===== config.mk =====
export PLATFORM = sky130hd
export DESIGN_NAME = mem_port_arbiter
export DESIGN_NICKNAME = d
export VERILOG_FILES = /design/src/rtl/mem_port_arbiter.sv
export SDC_FILE = /design/constraint.sdc
export NUM_CORES = 1
export LEC_CHECK = 0
export BUFFER_PORTS_ARGS = -buffer_cell sky130_fd_sc_hd__buf_4
export CORE_AREA = 2 2 114 116
export CTS_CLUSTER_SIZE = 30
export DETAILED_ROUTE_END_ITERATION = 8
export DIE_AREA = 0 0 116 118
export HOLD_SLACK_MARGIN = 0.03
export PLACE_DENSITY_LB_ADDON = 0.25
export SLEW_MARGIN = 20
export SYNTH_ARGS = -nofsm -noshare
export SYNTH_HDL_FRONTEND = slang
export SYNTH_SLANG_ARGS = --single-unit

===== constraint.sdc =====
create_clock -name clk -period 4.95 [get_ports clk]
set_input_delay 0.7425 -clock clk [delete_from_list [all_inputs] [get_ports clk]]
set_output_delay 0.7425 -clock clk [all_outputs]
set_load 0.01 [all_outputs]

===== src/rtl/mem_port_arbiter.sv =====
// Shares one single-port memory between an instruction-fetch port and a data port.
// Grants alternate on conflict; reads that never complete are answered with zero and flagged.
module mem_port_arbiter #(
  parameter int DATA_WIDTH     = 32,
  parameter int TIMEOUT_CYCLES = 16
) (
  input  logic                  clk,
  input  logic                  rst,
  input  logic                  inst_req,
  input  logic [DATA_WIDTH-1:0] inst_addr,
  output logic [DATA_WIDTH-1:0] inst_rdata,
  output logic                  inst_ready,
  input  logic                  data_rd_req,
  input  logic                  data_wr_req,
  input  logic [3:0]            data_ctrl,
  input  logic [DATA_WIDTH-1:0] data_addr,
  input  logic [DATA_WIDTH-1:0] data_wdata,
  output logic [DATA_WIDTH-1:0] data_rdata,
  output logic                  data_ready,
  output logic                  mem_we,
  output logic                  mem_rd,
  output logic [3:0]            mem_ctrl,
  output logic [DATA_WIDTH-1:0] mem_addr,
  output logic [DATA_WIDTH-1:0] mem_di,
  input  logic [DATA_WIDTH-1:0] mem_dout,
  input  logic                  mem_dout_ready,
  output logic                  timeout_err
);

  typedef enum logic [1:0] {IDLE, ISSUE, WAIT, RESP} state_t;

  localparam int CW = $clog2(TIMEOUT_CYCLES + 1);
  localparam logic GRANT_INST = 1'b0;
  localparam logic GRANT_DATA = 1'b1;

  state_t                state;
  logic                  last_grant;  // also identifies the current winner after IDLE
  logic                  op_write;
  logic [DATA_WIDTH-1:0] rdata;
  logic [CW-1:0]         wait_cnt;

  logic data_req;
  logic pick_data;

  always_comb begin
    data_req  = data_rd_req | data_wr_req;
    pick_data = data_req & (~inst_req | (last_grant == GRANT_INST));
  end

  assign inst_rdata = rdata;
  assign data_rdata = rdata;

  always_ff @(posedge clk) begin
    if (rst) begin
      state       <= IDLE;
      last_grant  <= GRANT_INST;
      op_write    <= 1'b0;
      rdata       <= '0;
      wait_cnt    <= '0;
      mem_we      <= 1'b0;
      mem_rd      <= 1'b0;
      mem_ctrl    <= 4'b0000;
      mem_addr    <= '0;
      mem_di      <= '0;
      inst_ready  <= 1'b0;
      data_ready  <= 1'b0;
      timeout_err <= 1'b0;
    end else begin
      mem_we     <= 1'b0;
      mem_rd     <= 1'b0;
      inst_ready <= 1'b0;
      data_ready <= 1'b0;
      case (state)
        IDLE: begin
          if (inst_req || data_req) begin
            last_grant <= pick_data;
            state      <= ISSUE;
            if (pick_data) begin
              // A simultaneous read+write request is resolved as a write.
              op_write <= data_wr_req;
              mem_we   <= data_wr_req;
              mem_rd   <= ~data_wr_req;
              mem_addr <= data_addr;
              mem_ctrl <= data_ctrl;
              mem_di   <= data_wdata;
            end else begin
              op_write <= 1'b0;
              mem_rd   <= 1'b1;
              mem_addr <= inst_addr;
              mem_ctrl <= 4'b1111;
              mem_di   <= '0;
            end
          end
        end
        ISSUE: begin
          if (op_write || mem_dout_ready) begin
            if (!op_write) rdata <= mem_dout;
            state      <= RESP;
            inst_ready <= (last_grant == GRANT_INST);
            data_ready <= (last_grant == GRANT_DATA);
          end else begin
            state <= WAIT;
          end
        end
        WAIT: begin
          if (mem_dout_ready) begin
            rdata      <= mem_dout;
            state      <= RESP;
            inst_ready <= (last_grant == GRANT_INST);
            data_ready <= (last_grant == GRANT_DATA);
          end else if (wait_cnt == CW'(TIMEOUT_CYCLES - 1)) begin
            timeout_err <= 1'b1;
            rdata       <= '0;
            state       <= RESP;
            inst_ready  <= (last_grant == GRANT_INST);
            data_ready  <= (last_grant == GRANT_DATA);
          end else begin
            wait_cnt <= wait_cnt + 1'b1;
          end
        end
        RESP: begin
          wait_cnt <= '0;
          state    <= IDLE;
        end
        default: state <= IDLE;
      endcase
    end
  end

endmodule


Word-level counts from Yosys, hierarchy flattened
Cells that the tools add are included.
{ "word_totals": {"mem_bits_ro": 0, "elab_cells": 70, "input_bits": 138, "register_bits": 114, "n_memories": 0, "output_inout_bits": 137, "latchBits": 0, "ramBits": 0} }
{ "classes": {"bitwise_logic": 9, "n_reduce_logical": 11, "n_lt_le_gt_ge": 0, "eq_ne": 10, "n_addsub": 1, "n_div": 0, "multipliers": 0, "shifts": 0, "muxes": 26} }
{ "ops": {"columns": ["operator", "n"], "rows": [
  ["32-bit 2-to-1 mux", 6],
  ["32-bit one-hot mux with 2 select lines", 1],
  ["5-bit 2-to-1 mux", 2],
  ["2-bit != test (second input constant)", 5],
  ["5-bit one-hot mux with 2 select lines", 1],
  ["1-bit 2-to-1 mux", 9],
  ["2-bit one-hot mux with 4 select lines", 1],
  ["2-bit 2-to-1 mux", 3],
  ["1-bit inverter", 6],
  ["3-bit AND reduction", 2],
  ["5-bit by 1-bit adder with 5-bit output (second input constant)", 1],
  ["5-bit by 4-bit == test with 1-bit output (second input constant)", 1],
  ["2-bit == test (second input constant)", 2],
  ["4-bit 2-to-1 mux", 1],
  ["1-bit one-hot mux with 2 select lines", 2],
  ["2-bit AND reduction", 2],
  ["4-bit AND reduction", 1],
  ["2-bit nonzero test", 2],
  ["3-bit != test (second input constant)", 1],
  ["3-bit OR reduction", 1],
  ["2-bit by 1-bit == test with 1-bit output (second input constant)", 1],
  ["2-bit zero test", 1],
  ["1-bit logical OR", 2],
  ["1-bit bitwise OR", 2],
  ["1-bit AND", 1]
]} }

Longest topological paths before layout
Gate-level depths: netlist of run 1.
{ "logic_depth": {"word_depth": 4, "ltp_mapped": 8, "mapped_depth_nobuf": 6} }

Least setup slack after synthesis of run 1
Ideal clock, no wire load.
{ "synth_path": {"path_kind": "reg2reg", "start": "register wait_cnt[0]", "end": "register wait_cnt[4]", "setup_ns": 0.067, "stages_incl_launch_ff": 7, "required_time_ns": 4.883, "arrival_time_ns": 1.756, "period_less_slack_ns": 1.823, "slack_ns": 3.127, "n_path_buf": 0, "cell_sequence": "dfxtp_1 > ha_1 > and3_1 > ha_1 > or3b_4 > or3_1 > a21oi_2"} }
{ "synth_via": {"elab_chain_cells": 4, "word_cells_on_any_way": 7, "classes_between": "1 x add/sub; 2 x eq/ne; 3 x mux; 1 x reduce/logical"} }
{ "synth_lines": {"columns": ["item", "line_no", "rtl"], "rows": [
  ["from (decl)", "40", "logic [CW-1:0] wait_cnt;"],
  ["from (signal assigned)", "118", "wait_cnt <= wait_cnt + 1'b1;"],
  ["5-bit by 1-bit adder with 5-bit output", "118", null],
  ["5-bit 2-to-1 mux", "111", "end else if (wait_cnt == CW'(TIMEOUT_CYCLES - 1)) begin"],
  ["5-bit 2-to-1 mux", "106", "if (mem_dout_ready) begin"],
  ["5-bit one-hot mux with 2 select lines", "73", "case (state)"]
]} }
Parallel ways exist; a longest one is shown, timed or not. The select of a mux whose other input is x is not followed.
A chain may end at the register's enable or synchronous reset.

==> metrics.txt, run 1 <==
status complete, no violations; diode count 0; DIE AREA 0.0137 mm²; Mapped Area 0.00488 mm²; critical setup path kind input pin to flop; library cells used by synthesis 41; HP Class flop to flop; LEAKAGE 3.36 nW; Final min period 2.25 ns; DR iter-0 viols 310; Initial Util 39.3%; Die W 116 µm; final setup vio count 0; Via density 5.12; post-synth top area share 46.8%; cell row count 41; Inserted Clock Buffers 17; clock tree buffer depth 2; main area contributors after synthesis dfxtp_1 (47%), a21oi_1 (7.0%), mux2i_1 (6.6%); Mapped Cells 557; DR vias 4906; Avg Cell Area, Syn 8.76 µm²; Synth area leader dfxtp_1; max cap viols 0; Area Growth Syn to Fin 51.5%; Fin. Hold Viols 0; Slew Limit Fails 0; Least-Margin Pin Slew 1.05 ns; Post-route DRC 0; CP Data Required Time 5.26 ns; fill cell count 1106; pwr dens 565 mW/mm²; Worst setup SP type input pin; Total GRT Usage 21.6%; Clock Skew 0.00749 ns; Sink Count 114; Worst setup EP type flop; WP data arrival 2.56 ns; residual overflow from global routing 0; non-filler cells in the finished layout 959; global-route wire length before repair 23.2 mm; sequential share of the synthesized area 46.8%; layout net count 921; initial antenna violation count 0; # resized after CTS 0; Peak supply drop 0.324 mV; worst-skew pair later-pin latency 0.41 ns; fin crit share 45.5%; Routed WL per cell 15.9 µm; Setup TNS 0 ns; buffers added on ports 274; Power Internal 0.00276 W; Pwr Total 0.00418 W; num ports 275; H-tree depth 4; ys async rst share 0%; Flop pwr share 32.9%; Clk pwr share 30.4%; Routability Congestion 0.777; RSZ-0062 raised after global routing false; Synthesis Warnings 0; Switching Fraction 33.9%; Max FO, Critical Path 58; Combinational Power Share 36.7%; Syn Nets 702; sw power 0.00141 W; Yosys reg bits 114; fmax 444 MHz; hold buffers post-CTS 0; postcts setup bufs 0; largest net degree at the start of global routing 59; vias in the first global route 4628; number of enable flip-flop cells after synthesis 0; CTS tree built; Placed Cells 929; CTS clk-pin slew, worst paths 0.05 ns; Slew Limit Headroom 29.7%; first-pass iteration count of the detailed router 5; final wirelength 15.3 mm; Synth Flop Type dfxtp_1; post-route ant nets 0; root buffer cell clkbuf_16; Die Ht 118 µm; Core Area 0.0124 mm²; hpwl dp 10.8 mm; layout cells sized above 1 40.7%
[cells by family (layout without fill, tap and decap cells)]
logic type                 Yosys count  in the layout  synth area share, %
muxes                               32             32                 6.57
AOI/OAI and AO/OA                  156            156                 20.1
and+or+nand+nor                    160            160                 14.6
buffers and inverters               88            318                 10.2
DFF                                114            114                 46.8
adders and majority gates            7              7                 1.80
[power groups by stage]
stage	logic (W)	clock network (W)	registers, W
3_5_place_dp	0.00154	0	0.00138
4_1_cts	0.00155	0.00129	0.00137
5_1_grt	0.00167	0.00135	0.00140
6_report	0.00153	0.00127	0.00137
2_1_floorplan	0.000782	0	0.00147
3_3_place_gp	0.00151	0	0.00137
[cells in the final DEF (no fill, tap or decap), drive strengths merged, types with 2 or more instances in the layout]
cell type	netlist	layout
or3	3	3
a21oi	69	69
nor3b	2	2
nand2b	2	2
buf	58	281
nor3	2	2
o221a	4	4
mux2i	32	32
o21ai	35	35
dfxtp	114	114
inv	7	7
bufinv	0	4
ha	7	7
a32oi	32	32
clkinv	0	6
nand3	38	38
clkbuf	23	19
a2111oi	2	2
a31oi	5	5
and3	2	2
nand2	71	71
nand3b	2	2
nor2	33	33
[stage by stage]
stage,hold WS (ns),instance area [µm²],utilization [%],worst slack (ns)
global placement,0.458,6770,54.6,2.31
detailed placement,0.472,6770,54.6,2.28
CTS,0.481,7390,59.5,2.71
floorplan,0.453,4880,-,3.13
global route,0.493,7390,59.5,2.53
finish,0.479,7390,59.5,2.70
[area by class of cell]
| class | count | area (µm²) | area share [%] |
|---|---|---|---|
| clock buffers | 19 | 453 | 6.13 |
| multi-input cells | 355 | 2140 | 29.0 |
| flip-flops and latches | 114 | 2280 | 30.9 |
| inverters | 7 | 26.3 | 0.356 |
| well taps | 172 | 215 | 2.91 |
| repair buffers | 281 | 2110 | 28.5 |
| clock inverters | 11 | 161 | 2.18 |
[flip-flops by register name (all words and copies together), names as in the netlist]
signal / flops
data_rdata: 32
mem_rd: 1
state: 2
mem_ctrl: 4
mem_addr: 32
op_write: 1
inst_ready: 1
wait_cnt: 5
last_grant: 1
mem_we: 1
mem_di: 32
data_ready: 1
timeout_err: 1
[per-layer routing]
layer  global-route usage [%]  wire, µm  vias up
met5                        0         0        -
met4                     9.82       427        0
met3                     7.83      1420       31
met2                     34.0      7250      244
met1                     26.1      6180     2253
li1                         -         -     2378
[synth_stat cells, drive strengths merged (2+ instances only)]
cell,count
nand2b,2
nand2,71
or3,3
o221a,4
dfxtp,114
a2111oi,2
a32oi,32
nand3b,2
ha,7
buf,58
a31oi,5
nor3,2
nor3b,2
clkbuf,23
nand3,38
o21ai,35
a21oi,69
nor2,33
inv,7
and3,2
mux2i,32
[worst max-delay path, stage by stage]
cell and delay (ns):
buf_4 0.26, inv_2 0.68, buf_4 0.51, o311ai_0 0.23, o41ai_1 0.09
[final timing paths]
check                                 from                     endpoint  slack [ns]  depth (start not counted)
hold reg to reg   wait_cnt[4]$_SDFFE_PP0P_     wait_cnt[4]$_SDFFE_PP0P_        0.48                          2
hold / removal    wait_cnt[4]$_SDFFE_PP0P_     wait_cnt[4]$_SDFFE_PP0P_        0.48                          2
setup reg to reg  wait_cnt[0]$_SDFFE_PP0P_  data_rdata[26]$_SDFFE_PP0P_        2.78                          7
setup / recovery                       rst        state[0]$_SDFFE_PP0P_        2.70                          5
Note: power is estimated with default switching activity, not from simulation.
==> inputs of run 2 (changes only) <==
==> constraint.sdc (replaced) <==
create_clock -name clk -period 2.2 [get_ports clk]
set_input_delay 0.33 -clock clk [delete_from_list [all_inputs] [get_ports clk]]
set_output_delay 0.33 -clock clk [all_outputs]
set_load 0.01 [all_outputs]
==> run 2 against run 1 <==
  * Clock-buffer cell count rose by 8
  * Non-clock buffer count increased by 5
  * Critical path depth grew 1
  * Via count rose by 1.5%
  * Sequential power rose by 120%
  * Wire length rose by 2.2%
  * Final cell count rose by 0.63%
  * Design area up 0.86%
  * Core utilization rose by 0.51 points
  * Highest routed layer unchanged
==> metrics.txt, run 2 (synthesized netlist as in run 1, its figures left out) <==
final setup vio count 0 (unchanged); layout cells sized above 1 40.5% (-0.18 points); Final Cell Area 0.00745 mm² (+0.86%); H-tree depth 4 (unchanged); Critical path origin wait_cnt[0]$_SDFFE_PP0P_; hold buffers post-CTS 0 (unchanged); Flop pwr share 32.8% (about the same); DR vias 4981 (+1.5%); post-route ant nets 0 (unchanged); diode count 0 (unchanged); CP Data Required Time 2.55 ns (-2.71 ns); Worst setup SP type flop; Hold Startpoint data_addr[28]; CTS tree built; reg2reg setup slack 0.24 ns (-2.54 ns); first-pass iteration count of the detailed router 5 (unchanged); CP bufs+invs 0 (-3); Combinational Power Share 38.1% (+1.4 points); DIE AREA 0.0137 mm² (unchanged); postcts setup bufs 0 (unchanged); Initial Util 39.3% (unchanged); worst-skew pair later-pin latency 0.41 ns (about the same); critical setup path kind flop to flop; cell row count 41 (unchanged); Die W 116 µm (unchanged); # resized after CTS 0 (unchanged); Least-Margin Pin Slew 1.00 ns (-0.0516 ns); residual overflow from global routing 0 (unchanged); Die Ht 118 µm (unchanged); Critical R2R Capture wait_cnt[4]$_SDFFE_PP0P_; Fin. Hold Viols 0 (unchanged); pwr dens 1260 mW/mm² (+120%); Final min period 1.96 ns; Via density 5.16 (+0.90%); commonest non-fill, non-tap cell in the layout buf_4; Routability Congestion 0.810 (+4.2%); LEAKAGE 3.39 nW (+0.89%); buffers added on ports 274 (unchanged); non-filler cells in the finished layout 965 (+0.63%); worst r2r src wait_cnt[0]$_SDFFE_PP0P_; Most Frequent Cell on Critical Path ha_1; Total GRT Usage 22.2% (+0.60 points); final core utilization 60.0% (+0.51 points); layout net count 926 (+0.54%); num ports 275 (unchanged); WP data arrival 2.31 ns (-0.25 ns); fin crit share 89.3%; status complete, no violations; Clock Skew 0.00463 ns (-0.00286 ns); Worst path max stage delay 0.41 ns (-0.27 ns); Core Area 0.0124 mm² (unchanged); Area Growth Syn to Fin 52.8%; Peak supply drop 0.634 mV (+96%); global-route wire length before repair 23.8 mm (+2.2%); Routed WL per cell 16.2 µm (+1.6%); Max FO, Critical Path 6 (-90%); Sink Count 114 (unchanged); hpwl dp 11.1 mm (+3.5%); placed cell areas 0.00686 mm² (+1.3%); Slew Limit Headroom 33.4% (+3.7 points); Pwr Total 0.00939 W (+120%); commonest cells after routing, fill and taps aside buf_4 (282), dfxtp_1 (114), nand2_1 (71); final wirelength 15.6 mm (+2.2%); sw power 0.00319 W (+130%); CP max stage cell or3b_4; Worst setup EP type flop; Post-route DRC 0 (unchanged); Switching Fraction 34.0% (+0.091 points); largest net degree at the start of global routing 74 (+25%); Clk pwr share 29.1% (-1.3 points); initial antenna violation count 0 (unchanged); RSZ-0062 raised after global routing false; clock tree buffer depth 2 (unchanged); vias in the first global route 4703 (+1.6%); Power Internal 0.00620 W (+120%); HP Class input pin to flop; Placed Cells 934 (+0.54%); max cap viols 0 (unchanged); Setup TNS 0 ns (unchanged); capture point of the worst path wait_cnt[4]$_SDFFE_PP0P_; DR iter-0 viols 379 (+22%); critical path cell sequence ha_1 -> and3_1 -> ha_1 -> or3b_4 -> or3_1 -> a21oi_2; Reg2Reg Depth 6 (-1); fmax 509 MHz; cell depth of the worst setup path 6 (+1); crit-path leading delay family simple AND/OR/NAND/NOR gates; Inserted Clock Buffers 17 (unchanged); Slew Limit Fails 0 (unchanged); CTS clk-pin slew, worst paths 0.05 ns (about the same); root buffer cell clkbuf_16
run 2: changes by cell type in the layout (fill, tap and decap cells not counted), sizes merged:
| cell | before | now |
|---|---|---|
| clkbuf | 19 | 27 |
| buf | 281 | 286 |
| clkinv | 6 | 2 |
| bufinv | 4 | 2 |
| clkinvlp | 1 | 0 |
run 2: worst min-delay path, delay by kind of cell:
family,cells,cell delay (ns)
buf+inv,1,0.11
simple gates,1,0.04
compound gates,1,0.05
run 2: cell type report:
type | instances | area (µm²)
well taps | 172 | 215
fillers | 1073 | 4960
inverters | 7 | 26.3
multi-input cells | 355 | 2140
flip-flops and latches | 114 | 2280
clock inverters | 4 | 70.1
repair buffers | 286 | 2200
clock buffers | 27 | 523
run 2: metrics by stage:
| stage | hold WS (ns) | setup WS, ns |
|---|---|---|
| 2_1_floorplan | 0.453 | 0.377 |
| 3_3_place_gp | 0.460 | 0.275 |
| 3_5_place_dp | 0.471 | 0.194 |
| 4_1_cts | 0.145 | 0.178 |
| 5_1_grt | 0.153 | 0.0497 |
| 6_report | 0.166 | 0.236 |
run 2: per-layer routing:
metal | track usage (%) | part of all wire (%)
met3 | 8.29 | 9.1
met4 | 9.67 | 2.4
met1 | 25.7 | 39
met5 | 0 | 0
met2 | 36.3 | 49
run 2: worst min path at each step:
stage,end,slack [ns],cells past startpoint
floorplan,wait_cnt[4]$_SDFFE_PP0P_,0.45,2
global placement,wait_cnt[4]$_SDFFE_PP0P_,0.46,2
detailed placement,data_rdata[23]$_SDFFE_PP0P_,0.47,2
CTS,mem_addr[28]$_SDFFE_PP0N_,0.14,3
finish,mem_addr[28]$_SDFFE_PP0N_,0.17,3
global route,mem_addr[18]$_SDFFE_PP0N_,0.15,3
run 2: power groups by stage:
| stage | Sequential (W) | Clock (W) | Combinational (W) |
|---|---|---|---|
| 3_3_place_gp | 0.00307 | 0 | 0.00352 |
| 2_1_floorplan | 0.00330 | 0 | 0.00176 |
| 3_5_place_dp | 0.00309 | 0 | 0.00359 |
| 4_1_cts | 0.00308 | 0.00279 | 0.00359 |
| 6_report | 0.00308 | 0.00273 | 0.00358 |
| 5_1_grt | 0.00315 | 0.00288 | 0.00389 |
==> inputs of run 3 (changes only) <==
--- a/config.mk
+++ b/config.mk
@@ -6,10 +6,10 @@
 export NUM_CORES = 1
 export LEC_CHECK = 0
 export BUFFER_PORTS_ARGS = -buffer_cell sky130_fd_sc_hd__buf_4
-export CORE_AREA = 2 2 114 116
+export CORE_AREA = 2 2 146 91
 export CTS_CLUSTER_SIZE = 30
 export DETAILED_ROUTE_END_ITERATION = 8
-export DIE_AREA = 0 0 116 118
+export DIE_AREA = 0 0 148 93
 export HOLD_SLACK_MARGIN = 0.03
 export PLACE_DENSITY_LB_ADDON = 0.25
 export SLEW_MARGIN = 20
==> run 3 against run 2 <==
  * Sequential cell count is the same
  * Setup slack gained 0.0031 ns
  * Maximum frequency grew 0.16%
  * Clock power shrank 3%
  * Sequential share of layout area grew 0.12 points
  * Combinational power is essentially flat
  * Final cell count shrank 0.21%
  * Via count shrank 0.26%
  * Critical path type unchanged
  * Largest power group unchanged
==> metrics.txt, run 3 (synthesized netlist as in run 1, its figures left out) <==
DIE AREA 0.0138 mm² (+0.56%); Slew Limit Headroom 43.1% (+9.8 points); Hold Crit Depth 3 (unchanged); H-tree depth 4 (unchanged); CTS tree built; sw power 0.00320 W (+0.13%); Total GRT Usage 21.5% (-0.69 points); buffers added on ports 274 (unchanged); pwr dens 1250 mW/mm² (-0.95%); CTS clk-pin slew, worst paths 0.05 ns (about the same); CP max stage cell dfxtp_1; Routed WL per cell 15.9 µm (-2.1%); Via density 5.16 (about the same); Fin. Hold Viols 0 (unchanged); Slew Limit Fails 0 (unchanged); Most Frequent Cell on Critical Path ha_1; initial antenna violation count 0 (unchanged); Die Ht 93 µm (-21%); final setup vio count 0 (unchanged); CP Data Required Time 2.51 ns (-0.04 ns); Post-route DRC 0 (unchanged); first-pass iteration count of the detailed router 5 (unchanged); critical setup path kind flop to flop; Die W 148 µm (+28%); Worst path max stage delay 0.37 ns (-0.04 ns); final core utilization 59.4% (-0.61 points); num ports 275 (unchanged); # resized after CTS 0 (unchanged); RSZ-0062 raised after global routing false; commonest non-fill, non-tap cell in the layout buf_4; layout net count 925 (-0.11%); postcts setup bufs 0 (unchanged); Inserted Clock Buffers 17 (unchanged); max cap viols 0 (unchanged); cell row count 32 (-22%); root buffer cell clkbuf_16; Worst setup SP type flop; crit-path leading delay family adder cells; Area Growth Syn to Fin 52.2%; Final min period 1.96 ns (-0.00308 ns); hpwl dp 10.9 mm (-2.1%); global-route wire length before repair 24.1 mm (+1.3%); hold buffers post-CTS 0 (unchanged); Core Area 0.0125 mm² (+0.63%); Initial Util 39.1% (-0.24 points); dpl ws 0.265 ns (+0.0705 ns); Routability Congestion 0.817 (+0.86%); Power Internal 0.00607 W (-2.1%); HP Class input pin to flop; post-route ant nets 0 (unchanged); diode count 0 (unchanged); Sink Count 114 (unchanged); Flop pwr share 33.2% (+0.4 points); DR vias 4968 (-0.26%); Clock Skew 0.0109 ns (+0.00631 ns); Setup TNS 0 ns (unchanged); critical path cell sequence ha_1 -> and3_1 -> ha_1 -> o21ai_1 -> o22ai_4 -> buf_12 -> mux2i_1; WP data arrival 2.27 ns (-0.04 ns); largest net degree at the start of global routing 76 (+2.7%); Reg2Reg Depth 7 (+1); vias in the first global route 4844 (+3.0%); commonest cells after routing, fill and taps aside buf_4 (281), dfxtp_1 (114), nand2_1 (71); Worst Setup Slack, final 0.239 ns (+0.00308 ns); clock tree buffer depth 2 (unchanged); fmax 510 MHz (+0.16%); layout cells sized above 1 40.6% (+0.13 points); Clk pwr share 28.4% (-0.7 points); DR iter-0 viols 278 (-27%); cell depth of the worst setup path 7 (+1); worst-skew pair later-pin latency 0.40 ns (about the same); final wirelength 15.3 mm (-2.3%); fin crit share 89.1% (-0.14 points); Switching Fraction 34.5% (+0.51 points); fill cell count 1083 (+0.93%); status complete, no violations; CP bufs+invs 1 (+1); Peak supply drop 0.716 mV (+13%); Max FO, Critical Path 32 (+26); Combinational Power Share 38.3% (+0.2 points); LEAKAGE 3.37 nW (-0.60%); Worst setup EP type flop; residual overflow from global routing 0 (unchanged); Least-Margin Pin Slew 0.853 ns (-0.146 ns)
## run 3: cell count changes in the layout (fill, tap and decap cells not counted), sizes merged
cell	delta
clkinv	+4
clkinvlp	+2
buf	-1
clkbuf	-5
## run 3: worst paths after layout
| path | start | endpoint | slack (ns) |
|---|---|---|---|
| worst min-delay path | data_addr[25] | mem_addr[25]$_SDFFE_PP0N_ | 0.18 |
| worst min register to register | data_rdata[26]$_SDFFE_PP0P_ | data_rdata[26]$_SDFFE_PP0P_ | 0.48 |
| worst max-delay path | wait_cnt[0]$_SDFFE_PP0P_ | data_rdata[30]$_SDFFE_PP0P_ | 0.24 |
| worst max register to register | wait_cnt[0]$_SDFFE_PP0P_ | data_rdata[30]$_SDFFE_PP0P_ | 0.24 |
## run 3: routing by layer
layer / vias to the layer above / routed length (µm) / global-route usage, %
met5: - / 0 / 0
met4: 0 / 257 / 7.86
met3: 23 / 1190 / 6.98
met2: 201 / 7460 / 36.0
met1: 2350 / 6360 / 26.0
li1: 2394 / - / -
## run 3: power by group through the flow
stage | logic, W | clock network [W] | registers [W]
after floorplan | 0.00176 | 0 | 0.00330
after global placement | 0.00349 | 0 | 0.00307
after detailed placement | 0.00356 | 0 | 0.00310
after CTS | 0.00357 | 0.00269 | 0.00308
after global routing | 0.00387 | 0.00278 | 0.00316
final | 0.00355 | 0.00264 | 0.00308
## run 3: cell type report
class                   instances  area, µm²  share of cell area [%]
flip-flops and latches        114       2280                    30.7
repair buffers                285       2190                    29.5
multi-input cells             355       2140                    28.8
clock buffers                  22        464                    6.25
well taps                     170        213                    2.86
clock inverters                10        109                    1.47
inverters                       7       26.3                   0.354
## run 3: metrics by stage
stage | instances | hold WS [ns] | total power (W) | cell area [µm²]
after floorplan | 557 | 0.453 | 0.00506 | 4880
after global placement | 931 | 0.459 | 0.00656 | 6850
after detailed placement | 931 | 0.470 | 0.00666 | 6850
after CTS | 963 | 0.168 | 0.00934 | 7420
after global routing | 963 | 0.177 | 0.00981 | 7420
final | 963 | 0.179 | 0.00927 | 7420
## run 3: worst min-delay path, delay by kind of cell
family	cells	cell delay [ns]
AOI/OAI and AO/OA	1	0.05
and+or+nand+nor	1	0.04
buffers and inverters	1	0.11
